==> src/rtl/regfile_write_arbiter_pkg.sv <==
// Shared register-file constants and types for the write arbiter slice.
package regfile_write_arbiter_pkg;

    localparam int REG_ADDR_W = 5;
    localparam int REG_DATA_W = 32;
    localparam int NUM_REGS   = 32;

    // Bit positions inside the 2-bit RegWrite bus
    localparam int RW_WE    = 1;
    localparam int RW_SRC_Q = 0;

    typedef logic [REG_ADDR_W-1:0] reg_addr_t;
    typedef logic [REG_DATA_W-1:0] reg_data_t;

    // Build a register write-enable bus from its two flags
    function automatic logic [1:0] make_regwrite(input logic we, input logic src_q);
        logic [1:0] v;
        v           = 2'b00;
        v[RW_WE]    = we;
        v[RW_SRC_Q] = src_q;
        return v;
    endfunction

endpackage

==> src/rtl/regfile_write_arbiter_wb_result_fifo.sv <==
// Long-latency result queue: {rd, data, live} FIFO with per-entry
// destination compare so a younger pipeline write can kill stale results.
module wb_result_fifo
    import regfile_write_arbiter_pkg::*;
#(
    parameter int DEPTH = 2
) (
    input  logic      clk_i,
    input  logic      rst_i,
    input  logic      push_i,
    input  reg_addr_t push_rd_i,
    input  reg_data_t push_data_i,
    input  logic      push_live_i,
    input  logic      pop_i,
    input  logic      kill_i,
    input  reg_addr_t kill_rd_i,
    output logic      full_o,
    output logic      empty_o,
    output reg_addr_t head_rd_o,
    output reg_data_t head_data_o,
    output logic      head_live_o,
    output logic      kill_hit_o
);

    localparam int PTR_W = $clog2(DEPTH);
    localparam int CNT_W = $clog2(DEPTH) + 1;

    reg_addr_t          r_rd   [DEPTH];
    reg_data_t          r_data [DEPTH];
    logic [DEPTH-1:0]   r_live;
    logic [PTR_W-1:0]   r_wr_ptr;
    logic [PTR_W-1:0]   r_rd_ptr;
    logic [CNT_W-1:0]   r_count;

    logic               w_full;
    logic               w_empty;
    logic               w_pop;
    logic               w_push;
    logic               w_push_kill;
    logic [DEPTH-1:0]   w_kill_vec;

    assign w_full      = (r_count == CNT_W'(DEPTH));
    assign w_empty     = (r_count == {CNT_W{1'b0}});
    assign w_pop       = pop_i & ~w_empty;
    // A pop frees a slot, so a push is legal when full if a pop happens too
    assign w_push      = push_i & (~w_full | w_pop);
    assign w_push_kill = kill_i & (push_rd_i == kill_rd_i);

    assign full_o      = w_full;
    assign empty_o     = w_empty;
    assign head_rd_o   = r_rd[r_rd_ptr];
    assign head_data_o = r_data[r_rd_ptr];
    assign head_live_o = r_live[r_rd_ptr];
    assign kill_hit_o  = (|w_kill_vec) | (w_push & push_live_i & w_push_kill);

    // Find occupied live entries whose destination matches the kill address
    always_comb begin
        logic [PTR_W-1:0] v_off;
        w_kill_vec = {DEPTH{1'b0}};
        for (int i = 0; i < DEPTH; i++) begin
            v_off = PTR_W'(i) - r_rd_ptr;
            if (({1'b0, v_off} < r_count) && r_live[i] && (r_rd[i] == kill_rd_i)) begin
                w_kill_vec[i] = kill_i;
            end else begin
                w_kill_vec[i] = 1'b0;
            end
        end
    end

    // Storage, pointers and occupancy count
    always_ff @(posedge clk_i) begin
        if (rst_i) begin
            r_wr_ptr <= {PTR_W{1'b0}};
            r_rd_ptr <= {PTR_W{1'b0}};
            r_count  <= {CNT_W{1'b0}};
            r_live   <= {DEPTH{1'b0}};
            for (int i = 0; i < DEPTH; i++) begin
                r_rd[i]   <= {REG_ADDR_W{1'b0}};
                r_data[i] <= {REG_DATA_W{1'b0}};
            end
        end else begin
            for (int i = 0; i < DEPTH; i++) begin
                if (w_kill_vec[i]) begin
                    r_live[i] <= 1'b0;
                end
            end
            // The entry entering this cycle is also subject to the kill
            if (w_push) begin
                r_rd[r_wr_ptr]   <= push_rd_i;
                r_data[r_wr_ptr] <= push_data_i;
                r_live[r_wr_ptr] <= push_live_i & ~w_push_kill;
                r_wr_ptr         <= r_wr_ptr + PTR_W'(1);
            end
            if (w_pop) begin
                r_rd_ptr <= r_rd_ptr + PTR_W'(1);
            end
            case ({w_push, w_pop})
                2'b10:   r_count <= r_count + CNT_W'(1);
                2'b01:   r_count <= r_count - CNT_W'(1);
                default: r_count <= r_count;
            endcase
        end
    end

endmodule

==> src/rtl/regfile_write_arbiter.sv <==
// Single write-port arbiter for the register file: pipeline writeback has
// priority, long-latency results drain from a queue, and a pending-write
// scoreboard lets decode stall on outstanding long-latency destinations.
module regfile_write_arbiter
    import regfile_write_arbiter_pkg::*;
#(
    parameter int DEPTH = 2
) (
    input  logic                 clk_i,
    input  logic                 rst_i,
    input  logic                 pipe_valid_i,
    input  logic                 pipe_regwrite_i,
    input  logic [4:0]           pipe_rd_i,
    input  logic [31:0]          pipe_data_i,
    input  logic                 issue_valid_i,
    input  logic [4:0]           issue_rd_i,
    input  logic                 lu_valid_i,
    input  logic [4:0]           lu_rd_i,
    input  logic [31:0]          lu_data_i,
    output logic                 lu_ready_o,
    output logic [4:0]           RDaddr_o,
    output logic [31:0]          RDdata_o,
    output logic [1:0]           RegWrite_o,
    output logic [NUM_REGS-1:0]  busy_o
);

    logic                w_pipe_req;
    logic                w_lu_ready;
    logic                w_lu_fire;
    logic                w_full;
    logic                w_empty;
    logic                w_pop;
    reg_addr_t           w_head_rd;
    reg_data_t           w_head_data;
    logic                w_head_live;
    logic                w_kill_hit;
    logic [NUM_REGS-1:0] w_busy_nxt;

    reg_addr_t           r_rd_addr;
    reg_data_t           r_rd_data;
    logic [1:0]          r_reg_write;
    logic [NUM_REGS-1:0] r_busy;

    assign w_pipe_req = pipe_valid_i & pipe_regwrite_i & (pipe_rd_i != 5'd0);
    assign w_lu_ready = ~w_full;
    assign w_lu_fire  = lu_valid_i & w_lu_ready;
    // The queue only drains on cycles the pipeline leaves the port free
    assign w_pop      = ~w_pipe_req & ~w_empty;

    wb_result_fifo #(.DEPTH(DEPTH)) u_fifo (
        .clk_i       (clk_i),
        .rst_i       (rst_i),
        .push_i      (w_lu_fire),
        .push_rd_i   (lu_rd_i),
        .push_data_i (lu_data_i),
        .push_live_i (lu_rd_i != 5'd0),
        .pop_i       (w_pop),
        .kill_i      (w_pipe_req),
        .kill_rd_i   (pipe_rd_i),
        .full_o      (w_full),
        .empty_o     (w_empty),
        .head_rd_o   (w_head_rd),
        .head_data_o (w_head_data),
        .head_live_o (w_head_live),
        .kill_hit_o  (w_kill_hit)
    );

    // Scoreboard next state: clears first, then the issue set overrides
    always_comb begin
        w_busy_nxt = r_busy;
        if (w_pop && w_head_live) begin
            w_busy_nxt[w_head_rd] = 1'b0;
        end else if (w_pipe_req && w_kill_hit) begin
            w_busy_nxt[pipe_rd_i] = 1'b0;
        end else begin
            w_busy_nxt = r_busy;
        end
        if (issue_valid_i && (issue_rd_i != 5'd0)) begin
            w_busy_nxt[issue_rd_i] = 1'b1;
        end else begin
            w_busy_nxt[0] = 1'b0;
        end
        w_busy_nxt[0] = 1'b0;
    end

    // Registered write port and scoreboard
    always_ff @(posedge clk_i) begin
        if (rst_i) begin
            r_rd_addr   <= {REG_ADDR_W{1'b0}};
            r_rd_data   <= {REG_DATA_W{1'b0}};
            r_reg_write <= 2'b00;
            r_busy      <= {NUM_REGS{1'b0}};
        end else begin
            r_busy <= w_busy_nxt;
            if (w_pipe_req) begin
                r_rd_addr   <= pipe_rd_i;
                r_rd_data   <= pipe_data_i;
                r_reg_write <= make_regwrite(1'b1, 1'b0);
            end else if (w_pop && w_head_live) begin
                r_rd_addr   <= w_head_rd;
                r_rd_data   <= w_head_data;
                r_reg_write <= make_regwrite(1'b1, 1'b1);
            end else begin
                r_reg_write <= 2'b00;
            end
        end
    end

    assign lu_ready_o = w_lu_ready;
    assign RDaddr_o   = r_rd_addr;
    assign RDdata_o   = r_rd_data;
    assign RegWrite_o = r_reg_write;
    assign busy_o     = r_busy;

endmodule

==> config.mk <==
export PLATFORM = sky130hd
export DESIGN_NAME = regfile_write_arbiter
export DESIGN_NICKNAME = d
export VERILOG_FILES = /design/src/rtl/regfile_write_arbiter_pkg.sv /design/src/rtl/regfile_write_arbiter_wb_result_fifo.sv /design/src/rtl/regfile_write_arbiter.sv
export SDC_FILE = /design/constraint.sdc
export NUM_CORES = 1
export LEC_CHECK = 0
export CAP_MARGIN = 25
export CORE_UTILIZATION = 55
export DETAILED_ROUTE_END_ITERATION = 7
export PLACE_DENSITY = 0.86
export RECOVER_POWER = 100
export SLEW_MARGIN = 20
export SYNTH_ARGS = -nofsm -noshare
export SYNTH_HDL_FRONTEND = slang
export SYNTH_SLANG_ARGS = --single-unit
==> constraint.sdc <==
create_clock -name clk_i -period 8.28 [get_ports clk_i]
set_clock_uncertainty 0.1 [all_clocks]
set_input_delay 2.484 -clock clk_i [delete_from_list [all_inputs] [get_ports clk_i]]
set_output_delay 2.484 -clock clk_i [all_outputs]
set_load 0.05 [all_outputs]
**Word level (Yosys, flattened, before mapping)**

Memory sizes are Yosys's and may differ from the RTL's. A register that Yosys moved wholly into a read port is not among the register bits.
Cells that the tools add are included.

- Order comparisons: 11
- Bitwise operators: 21
- Mux-type cells: 43
- Reductions and logical operators: 21
- $add $sub $neg: 6
- Equality and inequality tests: 6

Operators with widths:

| kind | count |
|---|---|
| 32-bit two-way mux | 5 |
| 32-bit AND | 2 |
| 32-bit NOT | 2 |
| 32-bit bitwise OR | 1 |
| 32-bit OR reduction | 1 |
| 31-bit two-way mux | 1 |
| 1-bit two-way mux | 25 |
| 5-bit by 6-bit < comparator with 1-bit output (second input constant) | 3 |
| 1-bit demux with 5-bit select | 3 |
| 5-bit equality test | 3 |
| 5-bit by 1-bit >= comparator with 1-bit output (second input constant) | 3 |
| 5-bit two-way mux | 3 |
| 5-bit nonzero test | 3 |
| 1-bit logical AND | 11 |
| 1-bit AND | 10 |
| 2-bit two-way mux | 3 |
| 5-bit OR reduction | 1 |
| 2-bit equality test (second input constant) | 2 |
| 1-bit by 2-bit < comparator with 1-bit output | 2 |
| 1-bit by 2-bit < comparator with 1-bit output (second input constant) | 2 |
| 1-bit NOT | 4 |
| 2-bit one-hot mux with 2 select lines | 1 |
| 2-bit nonzero test | 2 |
| 2-bit OR reduction | 2 |
| 10 further kinds | 13 |

- Word-level logic and storage cells: 120
- Input port bits: 85
- Register bits after elaboration: 77
- RAM bits: 74
- Memories kept: 2

Memories:

| name | depth | width | read ports | clocked after memory_dff | write ports | RTL line | source |
|---|---|---|---|---|---|---|---|
| u_fifo.r_data | 2 | 32 | 1 | 1 | 2 | regfile_write_arbiter_wb_result_fifo.sv:29 | `reg_data_t r_data [DEPTH];` |
| u_fifo.r_rd | 2 | 5 | 3 | 1 | 2 | regfile_write_arbiter_wb_result_fifo.sv:28 | `reg_addr_t r_rd [DEPTH];` |

**Longest topological paths before layout**

Gate-level depths: netlist (run 1).

- Depth in word-level cells: 15
- Gate-level depth with buffers: 9
- Mapped depth without buffers: 7

**Modules after synthesis**

Synthesis (run 1) repeated with hierarchy kept, for this count alone.

- Cells, all modules: 698
- Area, all modules: 7204.4 um^2

Modules (own cells, without submodules):

| module | times used | area an instance (um^2) | cells each | sequential area each (um^2) |
|---|---|---|---|---|
| wb_result_fifo | 1 | 3836.2 | 272 | 2362.3 |
| regfile_write_arbiter | 1 | 3368.2 | 426 | 1401.3 |

**Worst setup path after synthesis (run 1)**

OpenSTA, ideal clock, no wires.

- Path kind: in2reg
- Start point: input rst_i
- End point: memory u_fifo.r_data[1][0] (netlist bit) (enable)
- Buffers on the path: 3
- Data arrival time: 4307 ps
- Cell stages on the path: 4
- Slack: 3473 ps
- Setup time: 400 ps
- Data required time: 7780 ps
- Cell sequence: clkbuf_1 > clkbuf_1 > clkbuf_1 > nand2b_1

RTL lines:

| item | RTL line | source |
|---|---|---|
| from (decl) | regfile_write_arbiter.sv:10 | `input logic rst_i,` |
| to (decl) | regfile_write_arbiter_wb_result_fifo.sv:29 |  |

==> results.md, run 1 <==
* PwrDens at about 260 nW/um^2
* CTS Buf Count at 17
* Vias per inst at 5.792
* Top cell type's share of synthesized area at 30.74%
* Clock root buffer: clkbuf_16
* Core Rows at around 40
* Switching power at just over 0.8 mW
* Failing checks: capacitance limit, slew limit
* Worst setup SP type: primary input
* Synth top cells by count: nand2_1 (119), dfxtp_1 (77), and2_1 (76)
* Worst slew pin tran at slightly below 4000 ps
* Crit Path Max Fanout at 83
* Placed inst area at 8857 um^2
* Net Count, Synth at 823
* Ys async rst share at 0%
* Die height at 116.6 um
* Hold_buf cts at 0
* Post-CTS setup buffers at 0
* Comb power frac at 27.4%
* Total grt overflow at 0
* PostCTS Resize Cnt at 0
* Status: complete, but fails checks
* Synth top area cells: edfxtp_1 (31%), dfxtp_1 (21%), and2_1 (6.6%), nand2_1 (6.2%), mux2i_1 (5.1%)
* Worst-path clk slew at ~60 ps
* Cell accounting for the most synthesized area: edfxtp_1
* Final Setup Violations at 0
* Core ar. at between 10000 and 15000 um^2
* Sequential fraction of the synthesis area at 52.07%
* Initial antenna violation count at 0
* Final Hold Viols at 0
* Total Wirelength at between 15000 and 20000 um
* Fin crit share at between 70 and 80%
* Peak Freq at about 150 MHz
* Placed insts at between 1k and 1.5k
* I/O Pins at about 160
* Clk_lat worst skew at between 400 and 500 ps
* Clock Sinks at about 150
* Main synth FF type: dfxtp_1
* Worst path arrival time at roughly 6500 ps
* CP Buf/Inv Count at 2
* Htree depth at 4
* CP startpoint: rst_i
* Yosys warns at 0
* Global-route wire length before repair at around 30000 um
* Initial core utilization at 56.82%
* CP max-delay cell: clkbuf_1
* Yosys cell types at 50
* Max_cap viols at 1
* Layout cells sized above 1 at 6.463%
* Die ar. at between 10000 and 15000 um^2
* Top-count cell post-synth: nand2_1
* Leakage at about 3.3 nW
* Max stage delay on crit path at approximately 2700 ps
* DP HPWL at roughly 13000 um
* Input/output buffers at 155
* Slew Limit Fails at 84
* RD Place Congestion at a little under 0.9
* Area Growth Syn to Fin at 30.88%
* Clock Power Share at around 33%
* Avg Cell Area, Syn at roughly 10 um^2
* Width of the die at roughly 120 um
* CTS tree: done
* DRC violations left at 0
* Total negative setup slack at 0 ps
* Hold Startpoint: u_fifo.r_live[1]$_SDFF_PP0_
* Antenna-violating nets left at 0
* Switching Share at between 30 and 40%
* Vias in the first global route at slightly below 6k
* Layout Nets at roughly 960
* Peak supply drop at about 210 uV
* Initial DRC count at approximately 440
* Hold WC Path Type: flip-flop to flip-flop
* Worst EP required at 8220 ps
* Fill cell count at between 900 and 1k
* Max Buffers Root-to-Sink at 2
* Seq pwr share at between 30% and 40%
* Final min period at 6569 ps
* Post-synth EDFFs at 74
* Crit-path cells: buf_2, clkbuf_1, nand2b_2
* Int Pwr at around 1.7 mW
* N_diodes at 0
* Total number of vias at around 6.1k
* All-Layer GR Usage at around 30%
* First drt pass iteration count at 5
* Fin cells at roughly 1.1k
* Mapped cell area at ~7200 um^2
* RSZ-0062 raised after global routing: false
* Largest net degree at the start of global routing at 84
* Gate Count Post-Synth at ~740
* Wire per inst at approximately 19 um
* Fin util at approximately 74%
* Crit-path leading delay family: buffers and inverters
* Slew HR at -158.6%
* Non-Filler Cell Area, Final at 9460 um^2
* Seq cells post-synth at roughly 150
* Critical path class: primary input to flip-flop
* Power consumption at 2.485 mW
* Endpoint type of the worst setup path: flip-flop
stage by stage:
step	hold slack [ps]	setup WS, ps
global route	429.4	1412
CTS	396.1	3030
floorplan	360.7	3473
finish	398.2	1711
detailed placement	384.9	2591
global placement	377.7	2666
area by class of cell:
| type | instances | area [um^2] | share of cell area [%] |
|---|---|---|---|
| multi-input cells | 531 | 3247 | 34.32 |
| flip-flops and latches | 151 | 3765 | 39.80 |
| clock inverters | 12 | 176.4 | 1.865 |
| inverters | 6 | 22.52 | 0.2381 |
| well taps | 172 | 215.2 | 2.275 |
| clock buffers | 20 | 446.7 | 4.722 |
| repair buffers | 162 | 1588 | 16.78 |
placed cells by master (no fill, tap or decap), types with 4 or more instances in the layout:
cell and instances:
nand2b_1 6, nand2_1 119, buf_4 4, dlygate4sd3_1 71, nor3b_1 4, nand3b_1 11
nor4_2 4, o21ai_0 33, or3_1 4, clkbuf_1 5, dfxtp_1 76, inv_1 5
xor2_1 4, nor2_1 22, and2_0 46, nor2b_1 26, and2_1 30, clkbuf_16 17
bufinv_16 4, a21oi_1 42, edfxtp_1 74, nor3_1 25, clkdlybuf4s50_1 83, o211ai_1 36
nand3_1 6, o22ai_1 16, clkinvlp_4 4, mux2i_1 37, xnor2_1 15, nor4_1 8
worst register-to-register path, stage by stage, from the launching register on:
cell	delay (ps)
dfxtp_2	630
buf_4	520
mux2_1	550
nor3b_1	580
a311o_1	260
o21ai_0	110
layer usage:
layer	track usage [%]	routed length, um
met5	0	0
met4	13.08	520
met3	7.265	1470
met2	49.90	9698
met1	37.13	7914
state kept, by name, indices dropped and copies added (netlist names), named ones only:
name / flops
RegWrite_o: 2
RDaddr_o: 5
u_fifo.r_count: 2
u_fifo.r_data: 64
u_fifo.r_live: 2
u_fifo.r_wr_ptr: 1
busy_o: 31
u_fifo.r_rd_ptr: 1
RDdata_o: 32
u_fifo.r_rd: 10
power groups by stage:
stage                     Combinational (mW)  Clock (mW)  Sequential, mW
after floorplan                        0.371           0            1.08
after global placement                 0.673           0           0.991
after detailed placement               0.687           0           0.998
after CTS                              0.694       0.822           0.986
after global routing                   0.731       0.857           0.997
final                                  0.681       0.818           0.985
final timing paths:
path / end / slack [ps] / cells past startpoint
setup / recovery: u_fifo.r_data[1][25]$_SDFFCE_PN0P_ / 1710 / 3
hold reg to reg: u_fifo.r_live[1]$_SDFF_PP0_ / 400 / 2
hold / removal: u_fifo.r_live[1]$_SDFF_PP0_ / 400 / 2
setup reg to reg: busy_o[8]$_SDFF_PP0_ / 5420 / 5
logic make-up after synthesis:
logic type | count (synthesis) | share of synthesized area (%)
flip-flops | 151 | 52.07
AND/OR/NAND/NOR | 332 | 24.56
other | 1 | 0.05188
buffers and inverters | 55 | 3.393
AO/OA/AOI/OAI | 139 | 12.01
XOR/XNOR | 19 | 2.302
multiplexers | 39 | 5.435
adder cells (fa/ha/maj) | 1 | 0.1731
Note: power is estimated with default switching activity, not from simulation.
==> run 2: changes to the inputs <==
--- a/config.mk
+++ b/config.mk
@@ -6,9 +6,9 @@
 export NUM_CORES = 1
 export LEC_CHECK = 0
 export CAP_MARGIN = 25
-export CORE_UTILIZATION = 55
+export CORE_UTILIZATION = 46
 export DETAILED_ROUTE_END_ITERATION = 7
-export PLACE_DENSITY = 0.86
+export PLACE_DENSITY = 0.76
 export RECOVER_POWER = 100
 export SLEW_MARGIN = 20
 export SYNTH_ARGS = -nofsm -noshare
==> constraint.sdc (replaced) <==
create_clock -name clk_i -period 5.8 [get_ports clk_i]
set_clock_uncertainty 0.1 [all_clocks]
set_input_delay 1.74 -clock clk_i [delete_from_list [all_inputs] [get_ports clk_i]]
set_output_delay 1.74 -clock clk_i [all_outputs]
set_load 0.05 [all_outputs]
==> run 2 against run 1 <==
Compared with the run above:
- the run still ends with capacitance limit, slew limit left
- wire length shrank 7.1%
- cell count grew 3.8%
- non-clock buffer count grew 1
- global-route usage shrank 7.0 points
- count of clock-buffer cells in the layout grew 3
- sequential power grew 40%
- design area shrank 0.91%
- first-iteration DRC count shrank 8.1%
- sequential cell count is the same
- register-to-register slack lost 2700 ps
- total power grew 34%
- via count shrank 4.7%
==> results.md, run 2 (synthesis results as in run 1) <==
* RSZ-0062 raised after global routing: false (unchanged)
* Crit-path leading delay family: compound AO/OA/AOI/OAI gates (was buffers and inverters)
* Leakage at 3.324 nW (was 3.335 nW)
* Non-Filler Cell Area, Final at 9374 um^2 (was 9460 um^2)
* Worst setup SP type: primary input (unchanged)
* Setup slack, reg-to-reg at 2740 ps (was 5420 ps)
* RD Place Congestion at 0.9289 (was 0.8756)
* Core ar. at 15260 um^2 (was 12720 um^2)
* Commonest non-fill, non-tap cell in the layout: nand2_1 (unchanged)
* First drt pass iteration count at 4 (was 5)
* Worst EP required at 5990 ps (was 8220 ps)
* DRC violations left at 0 (unchanged)
* I/O Pins at 157 (unchanged)
* CTS tree: done (unchanged)
* Peak Freq at 206.8 MHz
* Endpoint type of the worst setup path: flip-flop (unchanged)
* Area Growth Syn to Fin at 29.69% (was 30.88%)
* Total Wirelength at 18210 um (was 19600 um)
* Crit Path Max Fanout at 25 (was 83)
* Max Buffers Root-to-Sink at 2 (unchanged)
* Status: complete, but fails checks (unchanged)
* Peak supply drop at 208.8 uV (was 210.7 uV)
* DP HPWL at 11840 um (was 13100 um)
* Fin util at 61.43% (was 74.36%)
* Vias in the first global route at 5697 (was 5920)
* Total grt overflow at 0 (unchanged)
* PostCTS Resize Cnt at 0 (unchanged)
* Largest net degree at the start of global routing at 74 (was 84)
* CP max-delay cell: o311a_1 (was clkbuf_1)
* Max stage delay on crit path at 930 ps (was 2720 ps)
* Total number of vias at 5819 (was 6105)
* CP Buf/Inv Count at 1 (was 2)
* Final Hold Viols at 0 (unchanged)
* Commonest cells after routing, fill and taps aside: nand2_1 (119), clkdlybuf4s50_1 (81), dfxtp_1 (76) (was nand2_1 (119), clkdlybuf4s50_1 (83), dfxtp_1 (76))
* Die ar. at 16220 um^2 (was 13600 um^2)
* Max_cap viols at 3 (was 1)
* Clock Sinks at 151 (unchanged)
* Input/output buffers at 155 (unchanged)
* Reg with most FFs: u_fifo.r_data (unchanged)
* Width of the die at 127.4 um (was 116.6 um)
* Clk_lat worst skew at 410 ps (was 420 ps)
* Placed inst area at 8910 um^2 (was 8857 um^2)
* Initial antenna violation count at 1 (was 0)
* Failing checks: capacitance limit, slew limit (unchanged)
* Power consumption at 3.335 mW (was 2.485 mW)
* Critical path class: primary input to flip-flop (unchanged)
* Final min period at 4837 ps
* Htree depth at 4 (unchanged)
* Worst path arrival time at 5030 ps (was 6510 ps)
* Hold WC Path Type: flip-flop to flip-flop (unchanged)
* N_diodes at 0 (unchanged)
* Antenna-violating nets left at 0 (unchanged)
* Hold_buf cts at 0 (unchanged)
* Post-CTS setup buffers at 0 (unchanged)
* Global-route wire length before repair at 28920 um (was 30460 um)
* Slew Limit Fails at 77 (was 84)
* Worst slew pin tran at 1963 ps (was 3880 ps)
* Wire per inst at 16.64 um (was 18.60 um)
* Final Setup Violations at 0 (unchanged)
* Crit-path cells: dlygate4sd3_1, or2_0, o311a_1, o311ai_2, nor3_1, o22ai_1 (was buf_2, clkbuf_1, nand2b_2)
* Total negative setup slack at 0 ps (unchanged)
* Die height at 127.4 um (was 116.6 um)
* Clock root buffer: clkbuf_16 (unchanged)
* Layout Nets at 956 (was 955)
* Layout cells sized above 1 at 5.436% (was 6.463%)
* Initial core utilization at 47.37% (was 56.82%)
* Worst-path clk slew at 60 ps (about the same)
* Fin crit share at between 80 and 90%
* Vias per inst at 5.319 (was 5.792)
* Slew HR at -30.86% (was -158.6%)
* PwrDens at 355.7 nW/um^2 (was 262.7 nW/um^2)
* Core Rows at 45 (was 41)
* Initial DRC count at 408 (was 444)
* CTS Buf Count at 17 (unchanged)
* WHS at 390.8 ps (was 398.2 ps)
* All-Layer GR Usage at 22.99% (was 29.97%)
* Number of flip-flops in the largest register at 64 (unchanged)
-- run 2: worst paths after layout --
kind | from | depth (start not counted) | endpoint
hold reg to reg | u_fifo.r_live[1]$_SDFF_PP0_ | 2 | u_fifo.r_live[1]$_SDFF_PP0_
setup / recovery | pipe_rd_i[2] | 6 | busy_o[17]$_SDFF_PP0_
setup reg to reg | u_fifo.r_count[0]$_SDFFE_PP0P_ | 5 | u_fifo.r_data[0][25]$_SDFFCE_PN0P_
hold / removal | u_fifo.r_live[1]$_SDFF_PP0_ | 2 | u_fifo.r_live[1]$_SDFF_PP0_
-- run 2: final cells by class --
| class | count | area [um^2] |
|---|---|---|
| fill | 1302 | 5884 |
| multi-input combinational | 531 | 3202 |
| tap | 211 | 264.0 |
| timing repair buffer | 163 | 1599 |
| clock inverter | 9 | 53.80 |
| sequential | 151 | 3765 |
| clock buffer | 23 | 467.9 |
| inverter | 6 | 22.52 |
-- run 2: where the power goes --
part	internal (mW)	switching (mW)	leakage, nW
logic	0.351	0.617	1.64
registers	1.31	0.0744	1.42
clock network	0.566	0.421	0.265
-- run 2: through the flow --
step | setup slack, ps | std cells
final | 963.3 | 1094
after global routing | 722.8 | 1094
after CTS | 1523 | 1094
after detailed placement | 1125 | 1062
after global placement | 1213 | 1062
after floorplan | 1737 | 737
-- run 2: worst reg2reg max path, stage by stage, from the launching register on --
cell      delay, ps
dfxtp_1         430
nand2b_1        150
and2_0          250
inv_1           200
nor2_1          190
or2_1          1290
-- run 2: per-layer routing --
| layer | up-vias | part of all wire, % | track usage, % |
|---|---|---|---|
| li1 | 2866 | - | - |
| met1 | 2725 | 44 | 28.65 |
| met2 | 192 | 47 | 38.09 |
| met3 | 36 | 5.6 | 5.570 |
| met4 | 0 | 2.5 | 9.804 |
| met5 | - | 0 | 0 |
==> run 3: changes to the inputs <==
==> constraint.sdc (replaced) <==
create_clock -name clk_i -period 4.2 [get_ports clk_i]
set_clock_uncertainty 0.1 [all_clocks]
set_input_delay 1.26 -clock clk_i [delete_from_list [all_inputs] [get_ports clk_i]]
set_output_delay 1.26 -clock clk_i [all_outputs]
set_load 0.05 [all_outputs]
==> run 3 against run 2 <==
Compared with the run above:
- the flow now finishes without violations
- utilization grew 1.5 points
- worst setup slack lost 360 ps
- sequential cell count is the same
- worst hold slack gained 3.1 ps
- cell count grew 0.91%
- non-clock buffer count grew 10
- critical path type unchanged
- combinational power grew 37%
==> results.md, run 3 (synthesis results as in run 1) <==
* Input/output buffers at 155 (unchanged)
* PwrDens at 508.7 nW/um^2 (was 355.7 nW/um^2)
* RD Place Congestion at 0.8869 (was 0.9289)
* Final Setup Violations at 0 (unchanged)
* Total Wirelength at 18640 um (was 18210 um)
* CTS tree: done (unchanged)
* Reg with most FFs: u_fifo.r_data (unchanged)
* Critical path class: primary input to flip-flop (unchanged)
* Final min period at between 3000 and 4000 ps
* Endpoint type of the worst setup path: flip-flop (unchanged)
* Placed insts at 1072 (was 1062)
* Vias in the first global route at 5812 (was 5697)
* Largest net degree at the start of global routing at 66 (was 74)
* Clk_lat worst skew at 430 ps (was 410 ps)
* Core Rows at 45 (unchanged)
* Worst EP required at 4390 ps (was 5990 ps)
* Fin cells at 1104 (was 1094)
* DRC violations left at 0 (unchanged)
* Worst slack at placement at 504.0 ps (was 1125 ps)
* Peak supply drop at 363.2 uV (was 208.8 uV)
* Area Growth Syn to Fin at 32.79% (was 29.69%)
* Total negative setup slack at 0 ps (unchanged)
* Clock root buffer: clkbuf_16 (unchanged)
* Switching Share at 32.64% (was 33.36%)
* Worst setup SP type: primary input (unchanged)
* Switching power at 1.594 mW (was 1.112 mW)
* Initial core utilization at 47.37% (unchanged)
* Max stage delay on crit path at 710 ps (was 930 ps)
* Antenna-violating nets left at 0 (unchanged)
* Seq pwr share at 39.7% (was 41.4%)
* Clock Sinks at 151 (unchanged)
* Final Hold Viols at 0 (unchanged)
* Worst slew pin tran at 1130 ps (was 1963 ps)
* Total grt overflow at 0 (unchanged)
* GR Util met1 at 30.45% (was 28.65%)
* Max Buffers Root-to-Sink at 2 (unchanged)
* Fin crit share at 85.58%
* Int Pwr at 3.289 mW (was 2.222 mW)
* I/O Pins at 157 (unchanged)
* PostCTS Resize Cnt at 0 (unchanged)
* Fill cell count at 1286 (was 1302)
* Number of flip-flops in the largest register at 64 (unchanged)
* Setup slack, reg-to-reg at 1350 ps (was 2740 ps)
* CP max-delay cell: nor3b_1 (was o311a_1)
* Total number of vias at 5956 (was 5819)
* Met2 usage at 38.73% (was 38.09%)
* Global-route wire length before repair at 29880 um (was 28920 um)
* Die height at 127.4 um (unchanged)
* Vias per inst at 5.395 (was 5.319)
* Hold_buf cts at 0 (unchanged)
* Commonest non-fill, non-tap cell in the layout: nand2_1 (unchanged)
* Fraction of met3 tracks used by global routing at 4.941% (was 5.570%)
* Slew HR at 24.29% (was -30.86%)
* Width of the die at 127.4 um (unchanged)
* Slew Limit Fails at 0 (was 77)
* Final worst slack at 605.7 ps (was 963.3 ps)
* Max_cap viols at 0 (was 3)
* Layout Nets at 966 (was 956)
* Leakage at 3.410 nW (was 3.324 nW)
* Most frequent CP cell: and2_0
* Hold WC Path Type: flip-flop to flip-flop (unchanged)
* First drt pass iteration count at 5 (was 4)
* Worst path arrival time at 3780 ps (was 5030 ps)
* Comb power frac at 27.3% (was 29.0%)
* Die ar. at 16220 um^2 (unchanged)
* RSZ-0062 raised after global routing: false (unchanged)
* CTS Buf Count at 17 (unchanged)
* DP HPWL at 12680 um (was 11840 um)
* Htree depth at 4 (unchanged)
* Commonest cells after routing, fill and taps aside: nand2_1 (119), clkdlybuf4s50_1 (81), dfxtp_1 (76) (unchanged)
* Post-CTS setup buffers at 0 (unchanged)
* Layout cells sized above 1 at 7.391% (was 5.436%)
* All-Layer GR Usage at 23.86% (was 22.99%)
* Top Usage Layer GRT: met2 (unchanged)
* Wire per inst at 16.88 um (was 16.64 um)
* Crit-path cells: dlygate4sd3_1, and2_0, inv_1, nor3b_1, clkbuf_2, and2_0 (was dlygate4sd3_1, or2_0, o311a_1, o311ai_2, nor3_1, o22ai_1)
* Crit Path Max Fanout at 30 (was 25)
* Worst-path clk slew at 60 ps (about the same)
* Core ar. at 15260 um^2 (unchanged)
* Status: completed (was complete, but fails checks)
* Peak Freq at 278.2 MHz
* Initial antenna violation count at 0 (was 1)
* Clock Power Share at 33.0% (was 29.6%)
* N_diodes at 0 (unchanged)
* Initial DRC count at 449 (was 408)
## run 3: metrics by stage
step / instance area, um^2 / power, mW / utilization, % / hold slack [ps]
floorplan: 7228 / 2.866 / - / 360.7
finish: 9598 / 4.883 / 62.90 / 393.9
CTS: 9639 / 4.943 / 63.17 / 394.5
global placement: 9010 / 3.311 / 59.05 / 380.9
global route: 9598 / 5.083 / 62.90 / 422.8
detailed placement: 9010 / 3.339 / 59.05 / 386.9
## run 3: final timing paths
kind,from,to,cells after the start
worst max-delay path,lu_valid_i,u_fifo.r_rd[1][0]$_SDFFCE_PN0P_,6
worst min-delay path,u_fifo.r_live[1]$_SDFF_PP0_,u_fifo.r_live[1]$_SDFF_PP0_,2
worst max register to register,u_fifo.r_count[0]$_SDFFE_PP0P_,u_fifo.r_rd[1][0]$_SDFFCE_PN0P_,6
worst min register to register,u_fifo.r_live[1]$_SDFF_PP0_,u_fifo.r_live[1]$_SDFF_PP0_,2
## run 3: power by group through the flow
stage	clock [mW]	combinational, mW	sequential [mW]
5_1_grt	1.69	1.43	1.96
3_5_place_dp	0	1.37	1.97
2_1_floorplan	0	0.732	2.13
4_1_cts	1.63	1.38	1.94
6_report	1.61	1.33	1.94
3_3_place_gp	0	1.35	1.96
## run 3: critical path, delay by kind of cell
| kind | cells | cell delay (ps) |
|---|---|---|
| simple gates | 3 | 1160 |
| buf+inv | 3 | 1340 |
## run 3: per-layer routing
layer  vias up  part of all wire, %
li1       2895                    -
met1      2799                   45
met2       224                   47
met3        38                  5.9
met4         0                  2.5
met5         -                    0
## run 3: area by class of cell
class	count	area [um^2]	area share [%]
inverter	6	22.52	0.2346
sequential	151	3765	39.23
tap	211	264.0	2.751
clock buffer	19	464.2	4.836
clock inverter	13	165.2	1.721
multi-input combinational	531	3223	33.58
timing repair buffer	173	1694	17.65
